File: src/rtl/stream_comp_packet_splitter.sv
// Packet splitter ahead of the stream-computation actor: one firing turns
// {command, L, L data} from the source FIFO into command/length/data FIFO writes.
// Optional macro PKT_COUNT_EN adds a 16-bit count of completed packets.
module stream_comp_packet_splitter #(
  parameter int width   = 10,
  parameter int max_len = 64
) (
  input  logic             clk,
  input  logic             rst,
  input  logic [width-1:0] src_data,
  input  logic             src_empty,
  output logic             rd_src,
  input  logic             invoke,
  input  logic             command_full,
  input  logic             length_full,
  input  logic             data_full,
  output logic [width-1:0] command_out,
  output logic [width-1:0] length_out,
  output logic [width-1:0] data_out,
  output logic             wr_command_fifo,
  output logic             wr_length_fifo,
  output logic             wr_data_fifo,
  output logic [1:0]       next_mode_out,
  output logic             FC,
  output logic             len_err
`ifdef PKT_COUNT_EN
  ,
  output logic [15:0]      pkt_count
`endif
);

  typedef enum logic [2:0] {
    IDLE     = 3'd0,
    CMD_REQ  = 3'd1,
    CMD_WR   = 3'd2,
    LEN_REQ  = 3'd3,
    LEN_WR   = 3'd4,
    DATA_REQ = 3'd5,
    DATA_WR  = 3'd6,
    DONE     = 3'd7
  } state_t;

  localparam logic [width-1:0] MAX_LEN_W = width'(max_len);
  localparam logic [width-1:0] ONE_W     = {{(width-1){1'b0}}, 1'b1};
  localparam logic [width-1:0] ZERO_W    = {width{1'b0}};

  state_t           state_r;
  state_t           state_next_s;
  logic [width-1:0] remaining_r;
  logic [width-1:0] fwd_r;
  logic             len_err_r;
  logic [width-1:0] command_hold_r;
  logic [width-1:0] length_hold_r;
  logic [width-1:0] data_hold_r;

  logic             cmd_go_s;
  logic             len_go_s;
  logic             data_go_s;
  logic             len_over_s;
  logic [width-1:0] len_clip_s;

  // A token is only pulled from the source when its destination has room;
  // discarded overlength tokens need no destination slot.
  assign cmd_go_s   = !src_empty && !command_full;
  assign len_go_s   = !src_empty && !length_full;
  assign data_go_s  = !src_empty && ((fwd_r == ZERO_W) || !data_full);
  assign len_over_s = (src_data > MAX_LEN_W);
  assign len_clip_s = len_over_s ? MAX_LEN_W : src_data;

  assign next_mode_out = 2'b00;
  assign len_err       = len_err_r;

  // State register.
  always_ff @(posedge clk) begin
    if (!rst) begin
      state_r <= IDLE;
    end else begin
      state_r <= state_next_s;
    end
  end

  // Next-state logic.
  always_comb begin
    state_next_s = state_r;
    case (state_r)
      IDLE: begin
        if (invoke) state_next_s = CMD_REQ;
        else        state_next_s = IDLE;
      end
      CMD_REQ: begin
        if (cmd_go_s) state_next_s = CMD_WR;
        else          state_next_s = CMD_REQ;
      end
      CMD_WR: state_next_s = LEN_REQ;
      LEN_REQ: begin
        if (len_go_s) state_next_s = LEN_WR;
        else          state_next_s = LEN_REQ;
      end
      LEN_WR: begin
        if (src_data == ZERO_W) state_next_s = DONE;
        else                    state_next_s = DATA_REQ;
      end
      DATA_REQ: begin
        if (data_go_s) state_next_s = DATA_WR;
        else           state_next_s = DATA_REQ;
      end
      DATA_WR: begin
        if (remaining_r == ONE_W) state_next_s = DONE;
        else                      state_next_s = DATA_REQ;
      end
      DONE:    state_next_s = IDLE;
      default: state_next_s = IDLE;
    endcase
  end

  // Output decode: strobes from state, buses pass src_data only in their write state.
  always_comb begin
    rd_src          = 1'b0;
    wr_command_fifo = 1'b0;
    wr_length_fifo  = 1'b0;
    wr_data_fifo    = 1'b0;
    FC              = 1'b0;
    command_out     = command_hold_r;
    length_out      = length_hold_r;
    data_out        = data_hold_r;
    case (state_r)
      CMD_REQ:  rd_src = cmd_go_s;
      CMD_WR: begin
        wr_command_fifo = 1'b1;
        command_out     = src_data;
      end
      LEN_REQ:  rd_src = len_go_s;
      LEN_WR: begin
        wr_length_fifo = 1'b1;
        length_out     = len_clip_s;
      end
      DATA_REQ: rd_src = data_go_s;
      DATA_WR: begin
        if (fwd_r != ZERO_W) begin
          wr_data_fifo = 1'b1;
          data_out     = src_data;
        end else begin
          wr_data_fifo = 1'b0;
        end
      end
      DONE:     FC = 1'b1;
      default:  rd_src = 1'b0;
    endcase
  end

  // Payload counters, sticky length error and bus hold registers.
  always_ff @(posedge clk) begin
    if (!rst) begin
      remaining_r    <= ZERO_W;
      fwd_r          <= ZERO_W;
      len_err_r      <= 1'b0;
      command_hold_r <= ZERO_W;
      length_hold_r  <= ZERO_W;
      data_hold_r    <= ZERO_W;
    end else begin
      case (state_r)
        CMD_WR: command_hold_r <= src_data;
        LEN_WR: begin
          length_hold_r <= len_clip_s;
          remaining_r   <= src_data;
          fwd_r         <= len_clip_s;
          if (len_over_s) len_err_r <= 1'b1;
        end
        DATA_WR: begin
          remaining_r <= remaining_r - ONE_W;
          if (fwd_r != ZERO_W) begin
            fwd_r       <= fwd_r - ONE_W;
            data_hold_r <= src_data;
          end
        end
        default: remaining_r <= remaining_r;
      endcase
    end
  end

`ifdef PKT_COUNT_EN
  logic [15:0] pkt_count_r;

  // Completed-packet counter, wraps naturally.
  always_ff @(posedge clk) begin
    if (!rst) begin
      pkt_count_r <= 16'h0000;
    end else if (state_r == DONE) begin
      pkt_count_r <= pkt_count_r + 16'h0001;
    end else begin
      pkt_count_r <= pkt_count_r;
    end
  end

  assign pkt_count = pkt_count_r;
`endif

endmodule

File: config.mk
export PLATFORM = sky130hd
export DESIGN_NAME = stream_comp_packet_splitter
export DESIGN_NICKNAME = d
export VERILOG_FILES = /design/src/rtl/stream_comp_packet_splitter.sv
export SDC_FILE = /design/constraint.sdc
export NUM_CORES = 1
export LEC_CHECK = 0
export CAP_MARGIN = 20
export CELL_PAD_IN_SITES_DETAIL_PLACEMENT = 1
export CELL_PAD_IN_SITES_GLOBAL_PLACEMENT = 1
export CORE_MARGIN = 2
export CORE_UTILIZATION = 42
export CTS_CLUSTER_DIAMETER = 40
export DETAILED_ROUTE_END_ITERATION = 7
export PLACE_DENSITY = 0.95
export SLEW_MARGIN = 25
export SYNTH_ARGS = -nofsm -noshare
export SYNTH_HDL_FRONTEND = slang
export SYNTH_SLANG_ARGS = --single-unit
File: constraint.sdc
create_clock -name clk -period 3.9 [get_ports clk]
set_input_delay 0.39 -clock clk [delete_from_list [all_inputs] [get_ports clk]]
set_output_delay 0.39 -clock clk [all_outputs]
set_load 0.05 [all_outputs]
== After elaboration in Yosys (flattened, before gate mapping) ==
Cells that the tools add are included.

* Output and inout port bits: 38
* Register bits after elaboration: 54
* Bits of input ports: 17
* Word-level logic and storage cells: 55

* Add/sub/neg operators: 2
* Reductions and logical operators: 15
* $lt $le $gt $ge: 1
* Muxes and demuxes: 21
* Eq/ne operators: 9

{| class="wikitable"
|+ Operators by type and width
! kind !! count
|-
| $mux 10 || 6
|-
| $pmux 10 s2 || 2
|-
| $pmux 3 s8 || 1
|-
| $logic_not 10->1 || 2
|-
| $sub 10x1->10 const B || 2
|-
| $eq 3x3->1 const B || 4
|-
| $eq 10x1->1 const B || 1
|-
| $gt 10x7->1 const B || 1
|-
| $reduce_bool 10->1 || 1
|-
| $mux 2 || 4
|-
| $eq 3x2->1 const B || 2
|-
| $mux 1 || 6
|-
| $logic_not 1->1 || 4
|-
| $reduce_and 2->1 || 2
|-
| $eq 3x1->1 const B || 1
|-
| $logic_and 1x1->1 || 3
|-
| $logic_not 3->1 || 1
|-
| $mux 3 || 1
|-
| $pmux 1 s3 || 1
|-
| $ne 2x2->1 const B || 1
|-
| $reduce_bool 2->1 || 1
|-
| $logic_or 1x1->1 || 1
|}

== Depth between registers and ports, before layout ==
Gate-level depths: netlist of the first run.

* Depth in word-level cells: 5
* Mapped depth: 7

== Worst setup path after synthesis of the first run ==
OpenSTA, ideal clock, no wires.

* Path type: register to output
* Start point: register state_r[0]
* End point: output length_out[3]
* Stages on the path, launching flop included: 6
* Required time: 3.510 ns
* Slack: 1.335 ns
* Data arrival time: 2.175 ns
* Cell sequence: dfxtp_1 clkbuf_1 nor2b_1 nand2_1 clkbuf_1 o21ai_0

* Longest elaborated chain between the ends: 2

{| class="wikitable"
|+ RTL lines
! element !! RTL line !! source
|-
| from (decl) || 47 || <nowiki>state_t state_r;</nowiki>
|-
| from (signal assigned) || 78 || <nowiki>state_r <= state_next_s;</nowiki>
|-
| $eq 3x3->1 || 126 || <nowiki>case (state_r)</nowiki>
|-
| $mux 10 || 126 ||
|-
| to (decl) || 18 || <nowiki>output logic [width-1:0] length_out,</nowiki>
|}

Every way passes these cells.

== Worst setup path after layout of the first run ==
* Start point: input src_data[0]
* End point: output length_out[2]

* Longest elaborated chain between the ends: 3

{| class="wikitable"
|+ RTL lines
! element !! RTL line !! source
|-
| from (decl) || 10 || <nowiki>input logic [width-1:0] src_data,</nowiki>
|-
| $gt 10x7->1 || 67 || <nowiki>assign len_over_s = (src_data > MAX_LEN_W);</nowiki>
|-
| $mux 10 || 68 || <nowiki>assign len_clip_s = len_over_s ? MAX_LEN_W : src_data;</nowiki>
|-
| $mux 10 || 126 ||
|}

Every way passes these cells.

==> results.tsv, run 1 <==
stage	metric	value	unit
synth	netlist_area	2806	µm²
sta	hold_viol	0	
placed_design	placed_cells	429	
final_layout	final_layout_size_suffix_gt1_share	15.32	%
sta	finalSetupViolations	0	
clocking	clock-root-buffer	clkbuf_8	
final_layout	layout.nets	379	
grt	grt_overflow	0	
setup_path	worst-setup-path-type	input port to output pin	
final_layout	nFillCells	684	
clocking	numClockSinks	54	
synth	synth_area_per_cell	8.995	µm²
power	ir_worst_vdd	0.1923	mV
final_layout	antenna_cells	0	
detailed_routing	vias_per_cell	6.560	
final_layout	syn_to_final_growth	28.71	%
synth	synth_top_family_by_area	simple AND/OR/NAND/NOR gates	
floorplan	fp.dieH	85.75	µm
synth	ys_ff_latch	54	
setup_path	r2r_setup_slack	1.31	ns
power	leakage	1.395	nW
sta	clock_skew	0.01114	ns
setup_path	arrival	3.35	ns
sta	timing.hold.ws	0.4618	ns
clocking	cts_resized	0	
detailed_routing	vias	2860	
setup_path	critPathRequiredTime	3.51	ns
final_layout	stdcell_area	3612	µm²
run_status	status	finished, final reports clean	
min_path	min_path_type	flip-flop to flip-flop	
detailed_routing	first_iter_violations	298	
sta	rsz0062_at_grt	false	
detailed_routing	drt_pass1_iterations	7	
synth	synth_xor_area_share	0	%
sta	period_needed	3.739	ns
detailed_routing	drt_wl_total	10780	µm
sta	relSlewSlack	47.70	%
detailed_routing	ant_nets	0	
grt	antenna_found_initial	0	
sta	period_share	95.88	%
clocking	ctsHoldBuffers	0	
floorplan	dieArea	7352	µm²
floorplan	rows	29	
clocking	clkTransAtPathRegs	0.10	ns
grt	grt_max_degree	44	
placed_design	globalplace.congestion	0.7862	
job	drv_cap	0	
floorplan	die_x	85.75	µm
clocking	cts_tree	done	
synth	yosys.area_share.simple	24.34	%
grt	grt_usage	30.08	%
setup_path	cpMostUsedCell	clkdlybuf4s50_1	
clocking	post_cts_buffers	0	
final_layout	final_util	56.24	%
clocking	clk_latency	0.31	ns
grt	grt_pass1_wl	17000	µm
placed_design	port_buffers	52	
final_layout	instances_no_fill	436	
synth	synth-warning-count	0	
power	p_per_area	288.4	nW/µm²
setup_path	critPathMaxFanout	9	
sta	setup_tns	0	ns
placed_design	post-dp-hpwl	6692	µm
detailed_routing	wire_per_inst	24.72	µm
synth	synth_cell_types	58	
synth	synthAdderAreaFrac	1.337	%
clocking	clockBufferDepth	2	
synth	synth_ff_type	dfxtp_1	
sta	max_slew.worst_pin.slew	0.7844	ns
clocking	cts_made_buffers	5	
synth	async_flop_share	0	%
clocking	cts_htree_levels	2	
setup_path	cp-start-kind	input port	
setup_path	end_kind	output pin	
floorplan	io_pins	55	
synth	synth_compound_area_share	21.49	%
floorplan	start_util	43.70	%
synth	synthMuxAreaShare	9.229	%
setup_path	crit_path_top_delay_cell	clkdlybuf4s50_1	
placed_design	place_area	3500	µm²
grt	first_global_vias	2977	
setup_path	path_cells	clkdlybuf4s50_1, or4_4, o31ai_4, and3_1, a22o_1, clkdlybuf4s50_1	
detailed_routing	drcViolationCount	0	
synth	seq_area_frac_synth	38.52	%
setup_path	slowest_delay	0.81	ns
sta	max_freq	0.2674	GHz
sta	maxSlewViolCount	0	
floorplan	coreArea	6422	µm²
synth	syn_inst	312	
synth	synth-edff-count	0	
## worst paths after layout
path | from | depth (start not counted) | endpoint
max | src_data[0] | 6 | length_out[2]
min | length_hold_r[9]$_SDFF_PN0_ | 1 | length_hold_r[9]$_SDFF_PN0_
max reg2reg | state_r[1]$_SDFF_PN0_ | 6 | data_hold_r[9]$_SDFF_PN0_
min reg2reg | length_hold_r[9]$_SDFF_PN0_ | 1 | length_hold_r[9]$_SDFF_PN0_
## layer usage
metal	part of all wire (%)	routed length [µm]	up-vias	GRT usage (%)
met4	4.9	524	0	16.31
met3	8.5	918	43	7.892
met5	0	0	-	0
met2	49	5300	168	50.50
li1	-	-	1244	-
met1	37	4034	1405	34.94
## flip-flops by register name, indices dropped and copies added, names as in the netlist
| signal | flops |
|---|---|
| command_hold_r | 10 |
| data_hold_r | 10 |
| fwd_r | 10 |
| len_err | 1 |
| length_hold_r | 10 |
| remaining_r | 10 |
| state_r | 3 |
## Yosys cell counts, drive strengths merged (7+ instances only)
library cell,instances,area [µm²]
dfxtp,54,1081
and2,26,162.7
nand2,24,90.09
nor2,22,82.58
mux2,20,259.0
a21oi,16,80.08
clkbuf,15,56.30
o21ai,14,70.07
inv,9,33.79
a31oi,8,50.05
a32o,7,77.57
buf,7,48.79
nor3,7,40.04
or4,7,56.30
## metrics by stage
step | power, mW | setup WS, ns
2_1_floorplan | 0.6104 | 1.335
3_3_place_gp | 0.6511 | 0.3688
3_5_place_dp | 0.6546 | 0.3221
4_1_cts | 1.040 | 0.1774
5_1_grt | 1.064 | 0.08865
6_report | 1.042 | 0.1606
## cell families after synthesis
group / count (synthesis)
AND/OR/NAND/NOR: 121
AO/OA/AOI/OAI: 82
flip-flops: 54
buffers and inverters: 31
multiplexers: 20
adder cells (fa/ha/maj): 3
other: 1
## placed cells by master, fill, tap and decap left out, drive strengths merged, types with 6 or more instances in the layout
cell type,count
buf,20
o21ai,14
dfxtp,54
nor2,22
inv,9
nor3,7
and2,26
or4,7
mux2,20
a32o,7
clkbuf,6
a21oi,16
nand2,24
a31oi,8
clkdlybuf4s50,41
## critical path: cells and delay by family
family | cells | cell delay (ns)
and+or+nand+nor | 2 | 1.09
buffers and inverters | 2 | 1.37
AOI/OAI and AO/OA | 2 | 0.51
## area by class of cell
| type | instances | area [µm²] | area share, % |
|---|---|---|---|
| Inverter | 9 | 33.78 | 0.9352 |
| Multi-Input combinational cell | 228 | 1590 | 44.03 |
| Tap cell | 77 | 96.34 | 2.667 |
| Clock buffer | 6 | 82.58 | 2.286 |
| Clock inverter | 1 | 30.03 | 0.8313 |
| Sequential cell | 54 | 1081 | 29.93 |
| Timing Repair Buffer | 61 | 698.2 | 19.33 |
## report_power, final
part           switching, mW  internal [mW]
sequential           0.00293          0.553
clock                  0.190          0.206
combinational         0.0569         0.0330
total                  0.250          0.792
Note: power is estimated with default switching activity, not from simulation.
==> run 2, diff against run 1 <==
Settings changed: CAP_MARGIN 20 to 25, CORE_UTILIZATION 42 to 30, CTS_CLUSTER_DIAMETER 40 to 200, PLACE_DENSITY 0.95 to 0.74.
==> run 2 against run 1 <==
Routed wire length decreased by 23%. Sequential share of layout area increased by 0.54 points. Die area increased by 38%. Largest power group unchanged.
==> results.tsv, run 2 (same netlist as run 1, synthesis figures left out) <==
stage	metric	value	unit	change
placed_design	placed_cells	467		was 429
placed_design	globalplace.congestion	0.8090		was 0.7862
final_layout	final_cell_mix	dfxtp_1, clkdlybuf4s50_1, and2_1		unchanged
power	p_seq_share	56.2	%	was 53.4%
grt	grt_pass1_wl	13450	µm	was 17000 µm
power	clkPwrFrac	34.8	%	was 38.0%
sta	rsz0062_at_grt	false		unchanged
placed_design	place_ws	0.6010	ns	was 0.3221 ns
setup_path	crit_path_top_delay_cell	clkdlybuf4s50_1		unchanged
clocking	cts_tree	done		unchanged
floorplan	dieArea	10140	µm²	was 7352 µm²
sta	clock_skew	0.006232	ns	was 0.01114 ns
run_status	status	finished, final reports clean		unchanged
sta	timing.hold.ws	0.4653	ns	was 0.4618 ns
clocking	clkTransAtPathRegs	0.10	ns	about the same
sta	period_needed	3.418	ns	was 3.739 ns
sta	setup_tns	0	ns	unchanged
power	ir_worst_vdd	0.1267	mV	was 0.1923 mV
sta	hold_viol	0		unchanged
floorplan	rows	35		was 29
setup_path	cp-start-kind	flip-flop		was input port
final_layout	antenna_cells	0		unchanged
clocking	numClockSinks	54		unchanged
detailed_routing	wire_per_inst	17.36	µm	was 24.72 µm
clocking	cts_made_buffers	5		unchanged
setup_path	arrival	3.03	ns	was 3.35 ns
setup_path	critPathMaxFanout	27		was 9
power	comb_power_share	9.0	%	was 8.6%
final_layout	instances_no_fill	475		was 436
clocking	clock-root-buffer	clkbuf_8		unchanged
power	p_per_area	279.0	nW/µm²	was 288.4 nW/µm²
detailed_routing	drt_wl_total	8248	µm	was 10780 µm
final_layout	syn_to_final_growth	26.44	%	was 28.71%
clocking	cts_resized	0		unchanged
power	switching_power	255.1	µW	was 249.5 µW
final_layout	final_layout_size_suffix_gt1_share	16.76	%	was 15.32%
floorplan	die_x	100.7	µm	was 85.75 µm
final_layout	final_common_cell	dfxtp_1		unchanged
placed_design	port_buffers	52		unchanged
clocking	clockBufferDepth	2		unchanged
clocking	post_cts_buffers	0		unchanged
grt	grt_overflow	0		unchanged
clocking	ctsHoldBuffers	0		unchanged
setup_path	end_kind	output pin		unchanged
grt	grt_usage	16.80	%	was 30.08%
final_layout	stdcell_area	3548	µm²	was 3612 µm²
power	switching_share	25.77	%	was 23.96%
sta	period_share	87.64	%	was 95.88%
setup_path	path_cells	buf_4, nand3b_1, a41oi_2, buf_4, clkdlybuf4s50_1		was clkdlybuf4s50_1, or4_4, o31ai_4, and3_1, a22o_1, clkdlybuf4s50_1
detailed_routing	ant_nets	0		unchanged
job	drv_cap	0		unchanged
min_path	min_path_type	flip-flop to flip-flop		unchanged
placed_design	post-dp-hpwl	5755	µm	was 6692 µm
floorplan	io_pins	55		unchanged
clocking	cts_htree_levels	2		unchanged
sta	layout_setup_ws	0.4819	ns	was 0.1606 ns
sta	max_freq	0.2926	GHz	was 0.2674 GHz
setup_path	cpMostUsedCell	buf_4		was clkdlybuf4s50_1
power	finalPower	990.0	µW	was 1.042 mW
setup_path	worst-setup-path-type	flip-flop to output pin		was input port to output pin
detailed_routing	drcViolationCount	0		unchanged
final_layout	final_util	38.77	%	was 56.24%
sta	max_slew.worst_pin.slew	0.8716	ns	was 0.7844 ns
placed_design	place_area	3450	µm²	was 3500 µm²
power	p_int	734.9	µW	was 792.1 µW
detailed_routing	first_iter_violations	132		was 298
clocking	clk_latency	0.32	ns	was 0.31 ns
sta	finalSetupViolations	0		unchanged
sta	maxSlewViolCount	0		unchanged
floorplan	coreArea	9153	µm²	was 6422 µm²
floorplan	start_util	30.66	%	was 43.70%
grt	first_global_vias	2573		was 2977
power	leakage	1.375	nW	was 1.395 nW
setup_path	critPathRequiredTime	3.51	ns	about the same
grt	grt_max_degree	44		unchanged
sta	relSlewSlack	41.89	%	was 47.70%
detailed_routing	vias	2578		was 2860
detailed_routing	drt_pass1_iterations	4		was 7
grt	antenna_found_initial	0		unchanged
floorplan	fp.dieH	100.7	µm	was 85.75 µm
final_layout	layout.nets	383		was 379
detailed_routing	vias_per_cell	5.427		was 6.560
setup_path	slowest_delay	0.84	ns	was 0.81 ns
## run 2: cell count changes in the layout (fill, tap and decap cells not counted)
| cell | before | now |
|---|---|---|
| nor3_1 | 6 | 5 |
| bufinv_16 | 1 | 0 |
| clkdlybuf4s50_1 | 41 | 42 |
| inv_6 | 0 | 1 |
| clkinvlp_4 | 0 | 1 |
| a41oi_2 | 0 | 1 |
| buf_12 | 11 | 0 |
| a41oi_1 | 4 | 3 |
| buf_4 | 9 | 23 |
| nor3_2 | 1 | 2 |
## run 2: critical path: cells and delay by family (launching register included)
kind | cells | cell delay [ns]
AOI/OAI and AO/OA | 1 | 0.39
and+or+nand+nor | 1 | 0.41
buffers and inverters | 3 | 1.45
DFF | 1 | 0.47
## run 2: area by class of cell
type	instances	area, µm²
Clock buffer	6	82.58
Multi-Input combinational cell	228	1603
Sequential cell	54	1081
Timing Repair Buffer	65	593.1
Clock inverter	2	16.27
Inverter	9	33.78
Tap cell	111	138.9
Fill cell	1054	5604
## run 2: worst paths after layout
kind	slack [ns]	from	cells past startpoint	endpoint
worst max-delay path	0.48	state_r[1]$_SDFF_PN0_	5	wr_data_fifo
worst min-delay path	0.47	length_hold_r[8]$_SDFF_PN0_	1	length_hold_r[8]$_SDFF_PN0_
worst max register to register	1.45	state_r[1]$_SDFF_PN0_	6	data_hold_r[7]$_SDFF_PN0_
worst min register to register	0.47	length_hold_r[8]$_SDFF_PN0_	1	length_hold_r[8]$_SDFF_PN0_
## run 2: per-layer routing
layer	up-vias	part of all wire, %	global-route usage (%)
li1	1252	-	-
met1	1265	47	21.57
met2	51	47	28.26
met3	10	4.4	3.606
met4	0	1.5	4.953
met5	-	0	0
## run 2: power groups by stage
stage	logic (mW)	registers [mW]	clock network, mW
final	0.0891	0.556	0.345
after CTS	0.0894	0.556	0.360
after global routing	0.0963	0.557	0.382
after floorplan	0.0437	0.567	0
after global placement	0.0881	0.569	0
after detailed placement	0.0889	0.569	0
